File: src/rtl/disp_pkg.sv
// Shared types and constants for the 7-segment display scan path.
package disp_pkg;

  localparam int unsigned MAX_NDIG = 16;

  // Anode pattern with every digit switched off (anodes are active-low).
  localparam logic [MAX_NDIG-1:0] ANODE_OFF = '1;

  // One display digit as presented to the hex segment decoder.
  typedef struct packed {
    logic [3:0] hex;
    logic       point;
    logic       le;
  } digit_t;

  // Power-up / reset content: value 0, no point, blanked.
  localparam digit_t DIGIT_BLANK = '{hex: 4'h0, point: 1'b0, le: 1'b1};

endpackage

File: src/rtl/clk_tick_gen.sv
// Free-running prescaler: counts 0..DIV-1 and flags the last count.
//   clk, rst : clock, synchronous active-high reset
//   cnt      : current prescaler count (registered)
//   tick_c   : high while cnt == DIV-1 (combinational from the count flop)
module clk_tick_gen #(
  parameter  int unsigned DIV   = 4,
  localparam int unsigned CNT_W = (DIV > 1) ? $clog2(DIV) : 1
) (
  input  logic             clk,
  input  logic             rst,
  output logic [CNT_W-1:0] cnt,
  output logic             tick_c
);

  localparam logic [CNT_W-1:0] LAST = CNT_W'(DIV - 1);

  logic [CNT_W-1:0] cnt_q;
  logic [CNT_W-1:0] cnt_d;

  assign tick_c = (cnt_q == LAST);
  assign cnt    = cnt_q;

  // Wrap to zero after the last count.
  always_comb begin
    cnt_d = cnt_q + CNT_W'(1);
    if (tick_c) cnt_d = '0;
  end

  always_ff @(posedge clk) begin
    if (rst) cnt_q <= '0;
    else     cnt_q <= cnt_d;
  end

endmodule

File: src/rtl/disp_scan_ctrl.sv
// Double-buffered round-robin scanner for a multiplexed 7-segment bank.
//   hexs/points/les + update : new display content, captured into staging
//   pending                  : staging not yet copied to the active buffer
//   frame_done               : one-cycle pulse after the last digit slot ends
//   scan_idx                 : digit currently being scanned
//   digit_hex/point/le       : fields of the scanned digit, to the segment decoder
//   an                       : active-low anode selects, dark during the guard window
module disp_scan_ctrl
  import disp_pkg::*;
#(
  parameter  int unsigned NDIG     = 8,
  parameter  int unsigned SCAN_DIV = 100000,
  parameter  int unsigned GUARD    = 16,
  localparam int unsigned IDX_W    = $clog2(NDIG)
) (
  input  logic              clk,
  input  logic              rst,
  input  logic [4*NDIG-1:0] hexs,
  input  logic [NDIG-1:0]   points,
  input  logic [NDIG-1:0]   les,
  input  logic              update,
  output logic              pending,
  output logic              frame_done,
  output logic [IDX_W-1:0]  scan_idx,
  output logic [3:0]        digit_hex,
  output logic              digit_point,
  output logic              digit_le,
  output logic [NDIG-1:0]   an
);

  localparam int unsigned      PRE_W    = $clog2(SCAN_DIV);
  localparam logic [IDX_W-1:0] LAST_IDX = IDX_W'(NDIG - 1);
  localparam logic [PRE_W-1:0] GUARD_V  = PRE_W'(GUARD);

  logic [PRE_W-1:0] pre;
  logic             slot_end_c;
  logic             wrap_c;

  digit_t           in_dig_c [NDIG];
  digit_t           stg_q    [NDIG];
  digit_t           stg_d    [NDIG];
  digit_t           act_q    [NDIG];
  digit_t           act_d    [NDIG];
  logic             pending_q,     pending_d;
  logic             frame_done_q,  frame_done_d;
  logic [IDX_W-1:0] scan_idx_q,    scan_idx_d;
  logic [3:0]       digit_hex_q,   digit_hex_d;
  logic             digit_point_q, digit_point_d;
  logic             digit_le_q,    digit_le_d;
  logic [NDIG-1:0]  an_q,          an_d;

  clk_tick_gen #(.DIV(SCAN_DIV)) u_slot_tick (
    .clk    (clk),
    .rst    (rst),
    .cnt    (pre),
    .tick_c (slot_end_c)
  );

  assign wrap_c = slot_end_c && (scan_idx_q == LAST_IDX);

  // Next-state: staging/active buffers, scan index and registered outputs.
  always_comb begin
    stg_d        = stg_q;
    act_d        = act_q;
    pending_d    = pending_q;
    scan_idx_d   = scan_idx_q;
    frame_done_d = wrap_c;

    for (int k = 0; k < NDIG; k++) begin
      in_dig_c[k] = '{hex: hexs[4*k +: 4], point: points[k], le: les[k]};
    end

    if (slot_end_c) begin
      scan_idx_d = (scan_idx_q == LAST_IDX) ? '0 : scan_idx_q + IDX_W'(1);
    end

    if (update) begin
      stg_d     = in_dig_c;
      pending_d = 1'b1;
    end

    // Frame boundary: an update arriving on this very cycle bypasses staging.
    if (wrap_c) begin
      if (update) begin
        act_d     = in_dig_c;
        pending_d = 1'b0;
      end else if (pending_q) begin
        act_d     = stg_q;
        pending_d = 1'b0;
      end
    end

    digit_hex_d   = act_q[scan_idx_q].hex;
    digit_point_d = act_q[scan_idx_q].point;
    digit_le_d    = act_q[scan_idx_q].le;

    // Anodes use the same pre-edge index/count as digit_*, keeping them aligned.
    an_d = ANODE_OFF[NDIG-1:0];
    if (!(pre < GUARD_V)) an_d[scan_idx_q] = 1'b0;
  end

  always_ff @(posedge clk) begin
    if (rst) begin
      for (int k = 0; k < NDIG; k++) begin
        stg_q[k] <= DIGIT_BLANK;
        act_q[k] <= DIGIT_BLANK;
      end
      pending_q     <= 1'b0;
      frame_done_q  <= 1'b0;
      scan_idx_q    <= '0;
      digit_hex_q   <= 4'h0;
      digit_point_q <= 1'b0;
      digit_le_q    <= 1'b1;
      an_q          <= ANODE_OFF[NDIG-1:0];
    end else begin
      stg_q         <= stg_d;
      act_q         <= act_d;
      pending_q     <= pending_d;
      frame_done_q  <= frame_done_d;
      scan_idx_q    <= scan_idx_d;
      digit_hex_q   <= digit_hex_d;
      digit_point_q <= digit_point_d;
      digit_le_q    <= digit_le_d;
      an_q          <= an_d;
    end
  end

  assign pending     = pending_q;
  assign frame_done  = frame_done_q;
  assign scan_idx    = scan_idx_q;
  assign digit_hex   = digit_hex_q;
  assign digit_point = digit_point_q;
  assign digit_le    = digit_le_q;
  assign an          = an_q;

endmodule

File: config.mk
export PLATFORM = sky130hd
export DESIGN_NAME = disp_scan_ctrl
export DESIGN_NICKNAME = d
export VERILOG_FILES = /design/src/rtl/disp_pkg.sv /design/src/rtl/clk_tick_gen.sv /design/src/rtl/disp_scan_ctrl.sv
export SDC_FILE = /design/constraint.sdc
export NUM_CORES = 1
export LEC_CHECK = 0
export ABC_AREA = 1
export BUFFER_PORTS_ARGS = -buffer_cell sky130_fd_sc_hd__buf_2
export CORE_MARGIN = 3
export CORE_UTILIZATION = 38
export CTS_CLUSTER_DIAMETER = 200
export DETAILED_ROUTE_END_ITERATION = 12
export SYNTH_ARGS = -nofsm -noshare
export SYNTH_HDL_FRONTEND = slang
export SYNTH_SLANG_ARGS = --single-unit
File: constraint.sdc
create_clock -name clk -period 2.7 [get_ports clk]
set_input_delay 0.54 -clock clk [delete_from_list [all_inputs] [get_ports clk]]
set_output_delay 0.54 -clock clk [all_outputs]
set_load 0.005 [all_outputs]
# Yosys cells after proc, flatten, opt, wreduce, memory -nomap -nowiden
# Index checks and enable logic that the tools add are counted.
[op_classes]
n_eq_ne = 2
bitwise_logic = 2
n_addsub = 2
n_reduce_logical = 6
n_lt_le_gt_ge = 4
mux = 12
[op_table]
columns = ["operator", "n"]
rows = [
  ["two-way mux 48 bit", 2],
  ["binary-select mux 6 bit (select 3 bit)", 1],
  ["adder 17 x 1 -> 17 bit (second input constant)", 1],
  ["== test 17 bit (second input constant)", 1],
  ["less-than comparator 17 x 5 -> 1 bit (second input constant)", 1],
  ["two-way mux 6 bit", 2],
  ["inverter 8 bit", 1],
  ["two-way mux 1 bit", 5],
  ["greater-or-equal comparator 4 bit (second input constant)", 1],
  ["less-than comparator 3 x 4 -> 1 bit (second input constant)", 1],
  ["inverter 3 -> 4 bit", 1],
  ["OR reduction 2 bit", 2],
  ["adder 3 x 1 -> 3 bit (second input constant)", 1],
  ["demux 1 bit (select 3 bit)", 1],
  ["== test 3 bit (second input constant)", 1],
  ["greater-or-equal comparator 3 x 1 -> 1 bit (second input constant)", 1],
  ["two-way mux 3 bit", 1],
  ["logical AND 1 bit", 2],
  ["AND reduction 2 bit", 1],
  ["nonzero test 2 bit", 1],
]
[word_totals]
input_bits = 51
wordCells = 84
register_bits = 132

# Logic depth before layout (Yosys ltp)
# Gate-level depths: netlist (run 1).
[logic_depth]
depth_word = 5
ltp_mapped = 10
depth_no_buf = 9

# Cells and area by module
# A second synthesis (run 1) with hierarchy kept.
[hier_totals]
cells_unflattened = 762
hier_area_um2 = 5751.8
[modules_own_cells]
columns = ["module", "cells_each", "area_per_inst_um2", "instances"]
rows = [
  ["disp_scan_ctrl", 622, 4803.4, 1],
  ["clk_tick_gen", 140, 948.4, 1],
]

# Least setup slack after synthesis (run 1)
# No wires, ideal clock.
[synth_path]
path_kind = "register to register"
startpoint = "reg scan_idx_q[1], in the netlist scan_idx[1]"
endpoint = "reg act_q[36] (netlist bit)"
slack_ps = 1159
required_time_ps = 2570
arrival_time_ps = 1411
stages_incl_launch_ff = 8
period_less_slack_ps = 1541
cell_sequence = "dfxtp_1 > ha_1 > ha_1 > buf_6 > clkbuf_1 > nand3_1 > nand2_1 > nand3_1"
[synth_via]
elab_chain_cells = 3
[synth_rtl]
columns = ["element", "line_no", "source"]
rows = [
  ["start: declaration", "disp_scan_ctrl.sv:46", "logic [IDX_W-1:0] scan_idx_q, scan_idx_d;"],
  ["start signal: assignment", "disp_scan_ctrl.sv:120", "scan_idx_q <= scan_idx_d;"],
  ["== test 3 bit", "disp_scan_ctrl.sv:59", "assign wrap_c = slot_end_c && (scan_idx_q == LAST_IDX);"],
  ["logical AND 1 bit", "disp_scan_ctrl.sv:59", ""],
  ["AND reduction 2 bit (no line)", "-", ""],
  ["end signal: assignment", "disp_scan_ctrl.sv:117", "act_q <= act_d;"],
  ["end: declaration", "disp_scan_ctrl.sv:42", "digit_t act_q [NDIG];"],
]
# No other way between the ends.
# A chain may end at the register's enable or synchronous reset.

# Final worst setup path (run 1)
[layout_path]
startpoint = "reg scan_idx_q[0], in the netlist scan_idx[0]"
endpoint = "reg act_q[35] (netlist bit)"
# Same word-level chain as after synthesis.

==> results.cfg, run 1 <==
[worst_hold_path]
min_path_type = input port to flip-flop

[global_routing]
grt_start_max_net_pins = 50
overflow = 0
grt_pass1_wl_microns = 23500
antenna_found_initial = 0
grt.total_usage_pct = 18.0
grt_pass1_vias = 4743

[route]
drt_iter0_markers = 289
drc = 0
drt_wl_total_microns = 14200
wl_per_cell_microns = 13.9
ant_nets = 0
vias = 5041
vias_per_cell = 4.95
drt-pass1-iter-count = 5

[setup_path]
worstSetupStartpointType = flip-flop
crit_type = flip-flop to flip-flop
arrival_ps = 2260
cp_max_fo = 40
crit_path_top_delay_cell = ha_2
end_kind = flip-flop
slowest_delay_ps = 430
cp.required_ps = 3050
crit_top_cell = nor2_1
crit_chain = ha_1 -> ha_2 -> nand3_4 -> nor2_4 -> buf_4 -> nor2_1 -> nor2_1

[status]
status = complete, no violations

[die]
core_area_sq_um = 14100
fp-row-count = 43
start_util_pct = 39.7
die_area_sq_um = 16300
die_x_microns = 128
pin_count = 70
dieHeight_microns = 128

[sta]
hold_violations = 0
fin_ws_ps = 788
slew_violations = 0
fin_skew_ps = 8.78
worst_pin_slew_ps = 667
holdWs_ps = 357
finalSetupTns_ps = 0
max_freq_mhz = 523
final_min_period_over_clock_period_pct = 70.8
setup_viol_count_final = 0
slew_headroom_pct = 55.5
min_period_ps = 1910
rsz0062_at_grt = false

[synth]
synth_edf_count = 0
yosysSeqAreaShare_pct = 47.0
ys_ff_latch = 132
syn_nets = 826
synth_cell_types = 30
syn_area_sq_um = 5620
synth_cells = 772
synthArstFlopShare_pct = 0
yosys_warnings = 0
syn_avg_cell_area_sq_um = 7.28
synth_ff_type = dfxtp_1

[cells_and_area]
regArea_sq_um = 2640
drive_above_1_share_pct = 18.8
layout_commonest_cell = nand2_1
syn_to_final_growth_pct = 19.6
nets = 880
multi_input_area_sq_um = 2600
diodes = 0
fillers = 1467
final_cell_mix = 164 x nand2_1, 150 x nor2_1, 132 x dfxtp_1
fin_cells = 1019

[power_and_ir_drop]
p_per_area_nw_per_um2 = 713
power.leakage_nw = 2.87
irDropWorstVdd_mv = 0.420

[clock_tree]
cts_buffer_depth = 2
htree_levels = 4
clock_latency_ps = 420
post_cts_buffers = 0
cts.sinks = 132
numCtsBuffers = 17
cts_tree = done
cts_resized = 0
root_buffer = clkbuf_16
cts_hold_buf = 0
cts.clk_slew.worst_paths_ps = 60

[placement]
pre_cts_slack_ps = 836
hpwl_microns = 9470
port_buffers = 69
gp_congestion = 0.833
post-place-cells = 987

[flow_run]
cap_violations = 0
worst max-delay path: cells and delay by family, from the launching register on:
family | cells | cell delay, ps
adder cells (fa/ha/maj) | 2 | 600
AND/OR/NAND/NOR | 4 | 490
buffers and inverters | 1 | 400
flip-flops | 1 | 360
final timing paths:
kind	from	to	slack (ps)	depth (start not counted)
worst max-delay path	scan_idx[0]$_SDFFE_PP0N_	act_q[35]$_SDFFE_PP0P_	790	7
worst max register to register	scan_idx[0]$_SDFFE_PP0N_	act_q[35]$_SDFFE_PP0P_	790	7
worst min register to register	u_slot_tick.cnt[0]$_SDFF_PP0_	u_slot_tick.cnt[0]$_SDFF_PP0_	440	1
worst min-delay path	les[7]	stg_q[0]$_SDFFE_PP1P_	360	3
through the flow:
stage / power (mW) / util (%) / area (sq um)
after floorplan: 2.22 / - / 5620
after global placement: 2.31 / 43.0 / 6080
after detailed placement: 2.31 / 43.0 / 6080
after CTS: 4.83 / 47.5 / 6730
after global routing: 4.96 / 47.5 / 6730
final: 4.80 / 47.5 / 6730
layout make-up:
| type | instances | share of cell area, % |
|---|---|---|
| Clock buffer | 23 | 6.96 |
| Inverter | 36 | 2.01 |
| Multi-Input combinational cell | 556 | 38.7 |
| Sequential cell | 132 | 39.3 |
| Tap cell | 180 | 3.35 |
| Clock inverter | 9 | 2.60 |
| Timing Repair Buffer | 83 | 7.07 |
cell usage after synthesis (2+ instances only):
library cell    n  area share, %
buf_4           2           0.27
buf_1           2           0.13
inv_2           6           0.40
buf_6           5            1.0
nor2_2          2           0.22
ha_1            3           0.67
inv_1          29            1.9
nor2_4          3           0.60
nand4_1        55            6.1
nand2_2         4           0.45
nand2_1       164             11
or2_0           2           0.22
nor3_1          9           0.80
dfxtp_1       132             47
or2_1          10            1.1
o22ai_1         2           0.22
nor2_1        150             10
clkbuf_1       21            1.4
o21ai_1        10           0.89
buf_2          18            1.6
o21ai_0        40            3.6
a21oi_1        30            2.7
nand3_1        36            3.2
xor2_1          3           0.47
or2_2          29            3.2
metal layers:
| layer | global-route usage (%) | routed length, microns | vias to the layer above |
|---|---|---|---|
| li1 | - | - | 2620 |
| met4 | 5.37 | 212 | 0 |
| met2 | 28.6 | 6470 | 102 |
| met5 | 0 | 0 | - |
| met1 | 24.2 | 6810 | 2298 |
| met3 | 4.77 | 692 | 21 |
report_power, final:
part	internal (mW)	switching (mW)	total (mW)
Combinational	0.0996	0.153	0.253
Sequential	2.00	0.0113	2.01
Clock	1.68	0.847	2.53
kinds of logic after synthesis:
group	count (synthesis)	share of synthesized area (%)
compound gates	82	7.34
xor+xnor	3	0.467
fa+ha+maj	3	0.668
buf+inv	84	6.81
flops	132	47.0
simple gates	468	37.7
sequential cells by signal, summed over array words and instances, names as in the netlist:
signal / flops
frame_done: 1
digit_le: 1
act_q: 48
stg_q: 48
an: 8
pending: 1
digit_point: 1
scan_idx: 3
digit_hex: 4
u_slot_tick.cnt: 17
No activity file was read; power rests on OpenSTA's default activity.
==> inputs of run 2 (changes only) <==
==> constraint.sdc (replaced) <==
create_clock -name clk -period 1.9 [get_ports clk]
set_input_delay 0.38 -clock clk [delete_from_list [all_inputs] [get_ports clk]]
set_output_delay 0.38 -clock clk [all_outputs]
set_load 0.005 [all_outputs]
==> run 2 against run 1 <==
- cell count up 1.1%
- via count down 0.12%
- register-to-register slack worse by 480 ps
- highest routed layer unchanged
- sequential power up 42%
- power up 37%
- sequential share of layout area down 0.41 points
- clock-buffer cell count down 1
- combinational power up 43%
- clock power up 33%
- clock skew down 2.0 ps
==> results.cfg, run 2 (synthesized netlist as in run 1, its figures left out) <==
[cells_and_area]
syn_to_final_growth_pct = 20.9
layout_commonest_cell = nand2_1
nets = 892
final_core_util_pct = 48.0
final_cell_mix = 164 x nand2_1, 150 x nor2_1, 132 x dfxtp_1
fillers = 1442
fin_area_sq_um = 6800
diodes = 0
drive_above_1_share_pct = 20.2
fin_cells = 1030

[setup_path]
cp.required_ps = 2190
cp_max_fo = 17
crit_type = flip-flop to flip-flop
worstSetupStartpointType = flip-flop
arrival_ps = 1880
end_kind = flip-flop

[worst_hold_path]
min_path_type = input port to flip-flop

[placement]
post-place-cells = 999
port_buffers = 69
dpl-instance-area_sq_um = 6180
pre_cts_slack_ps = 191
gp_congestion = 0.821
hpwl_microns = 9840

[die]
start_util_pct = 39.7
pin_count = 70
die_x_microns = 128
fp-row-count = 43
die_area_sq_um = 16300
dieHeight_microns = 128
core_area_sq_um = 14100

[sta]
min_period_ps = 1590
fin_skew_ps = 6.79
setup_viol_count_final = 0
worst_pin_slew_ps = 675
max_freq_mhz = 628
holdWs_ps = 190
rsz0062_at_grt = false
hold_violations = 0
slew_violations = 0
slew_headroom_pct = 55.0
fin_ws_ps = 307
finalSetupTns_ps = 0
final_min_period_over_clock_period_pct = 83.8

[clock_tree]
cts_tree = done
post_cts_buffers = 0
cts_hold_buf = 0
cts_buffer_depth = 2
clock_latency_ps = 420
cts.clk_slew.worst_paths_ps = 50
numCtsBuffers = 17
cts.sinks = 132
cts_resized = 0
htree_levels = 4
root_buffer = clkbuf_16

[route]
ant_nets = 0
drt-pass1-iter-count = 4
vias = 5035
drc = 0
drt_iter0_markers = 300
wl_per_cell_microns = 13.5
drt_wl_total_microns = 13900
vias_per_cell = 4.89

[flow_run]
cap_violations = 0

[global_routing]
antenna_found_initial = 0
grt_start_max_net_pins = 50
overflow = 0
grt_pass1_vias = 4662
grt_pass1_wl_microns = 23100
grt.total_usage_pct = 17.9

[power_and_ir_drop]
irDropWorstVdd_mv = 0.674
total_power_mw = 6.59
power.leakage_nw = 2.92
p_per_area_nw_per_um2 = 970

[status]
status = complete, no violations
## run 2: where the power goes
group / switching, mW / internal, mW
registers: 0.0164 / 2.85
clock network: 1.18 / 2.19
logic: 0.216 / 0.146
## run 2: cell type report
cell class / count / area, sq um / share of cell area [%]
tap: 180 / 225 / 3.31
sequential: 132 / 2640 / 38.9
inverter: 36 / 135 / 1.99
timing repair buffer: 95 / 578 / 8.51
multi-input combinational: 556 / 2600 / 38.3
clock buffer: 22 / 484 / 7.13
clock inverter: 9 / 126 / 1.86
## run 2: path summary, 6_finish.rpt
| check | slack, ps | startpoint | cells after the start | endpoint |
|---|---|---|---|---|
| worst min-delay path | 190 | les[7] | 3 | stg_q[0]$_SDFFE_PP1P_ |
| worst min register to register | 450 | u_slot_tick.cnt[0]$_SDFF_PP0_ | 1 | u_slot_tick.cnt[0]$_SDFF_PP0_ |
| worst max-delay path | 310 | u_slot_tick.cnt[0]$_SDFF_PP0_ | 8 | scan_idx[1]$_SDFFE_PP0N_ |
| worst max register to register | 310 | u_slot_tick.cnt[0]$_SDFF_PP0_ | 8 | scan_idx[1]$_SDFFE_PP0N_ |
## run 2: critical path: stages, from the launching register on
cell and delay, ps:
dfxtp_1 350, ha_1 170, nand2_1 80, inv_2 110, nand2_4 80, nor2_4 120, nand2_1 140, nand2_2 310
o22ai_1 110
## run 2: metal layers
layer / vias up / part of all wire (%) / global-route usage (%)
met2: 87 / 45 / 27.0
met3: 24 / 4.2 / 5.14
met4: 0 / 1.7 / 6.43
li1: 2643 / - / -
met1: 2281 / 49 / 24.5
met5: - / 0 / 0
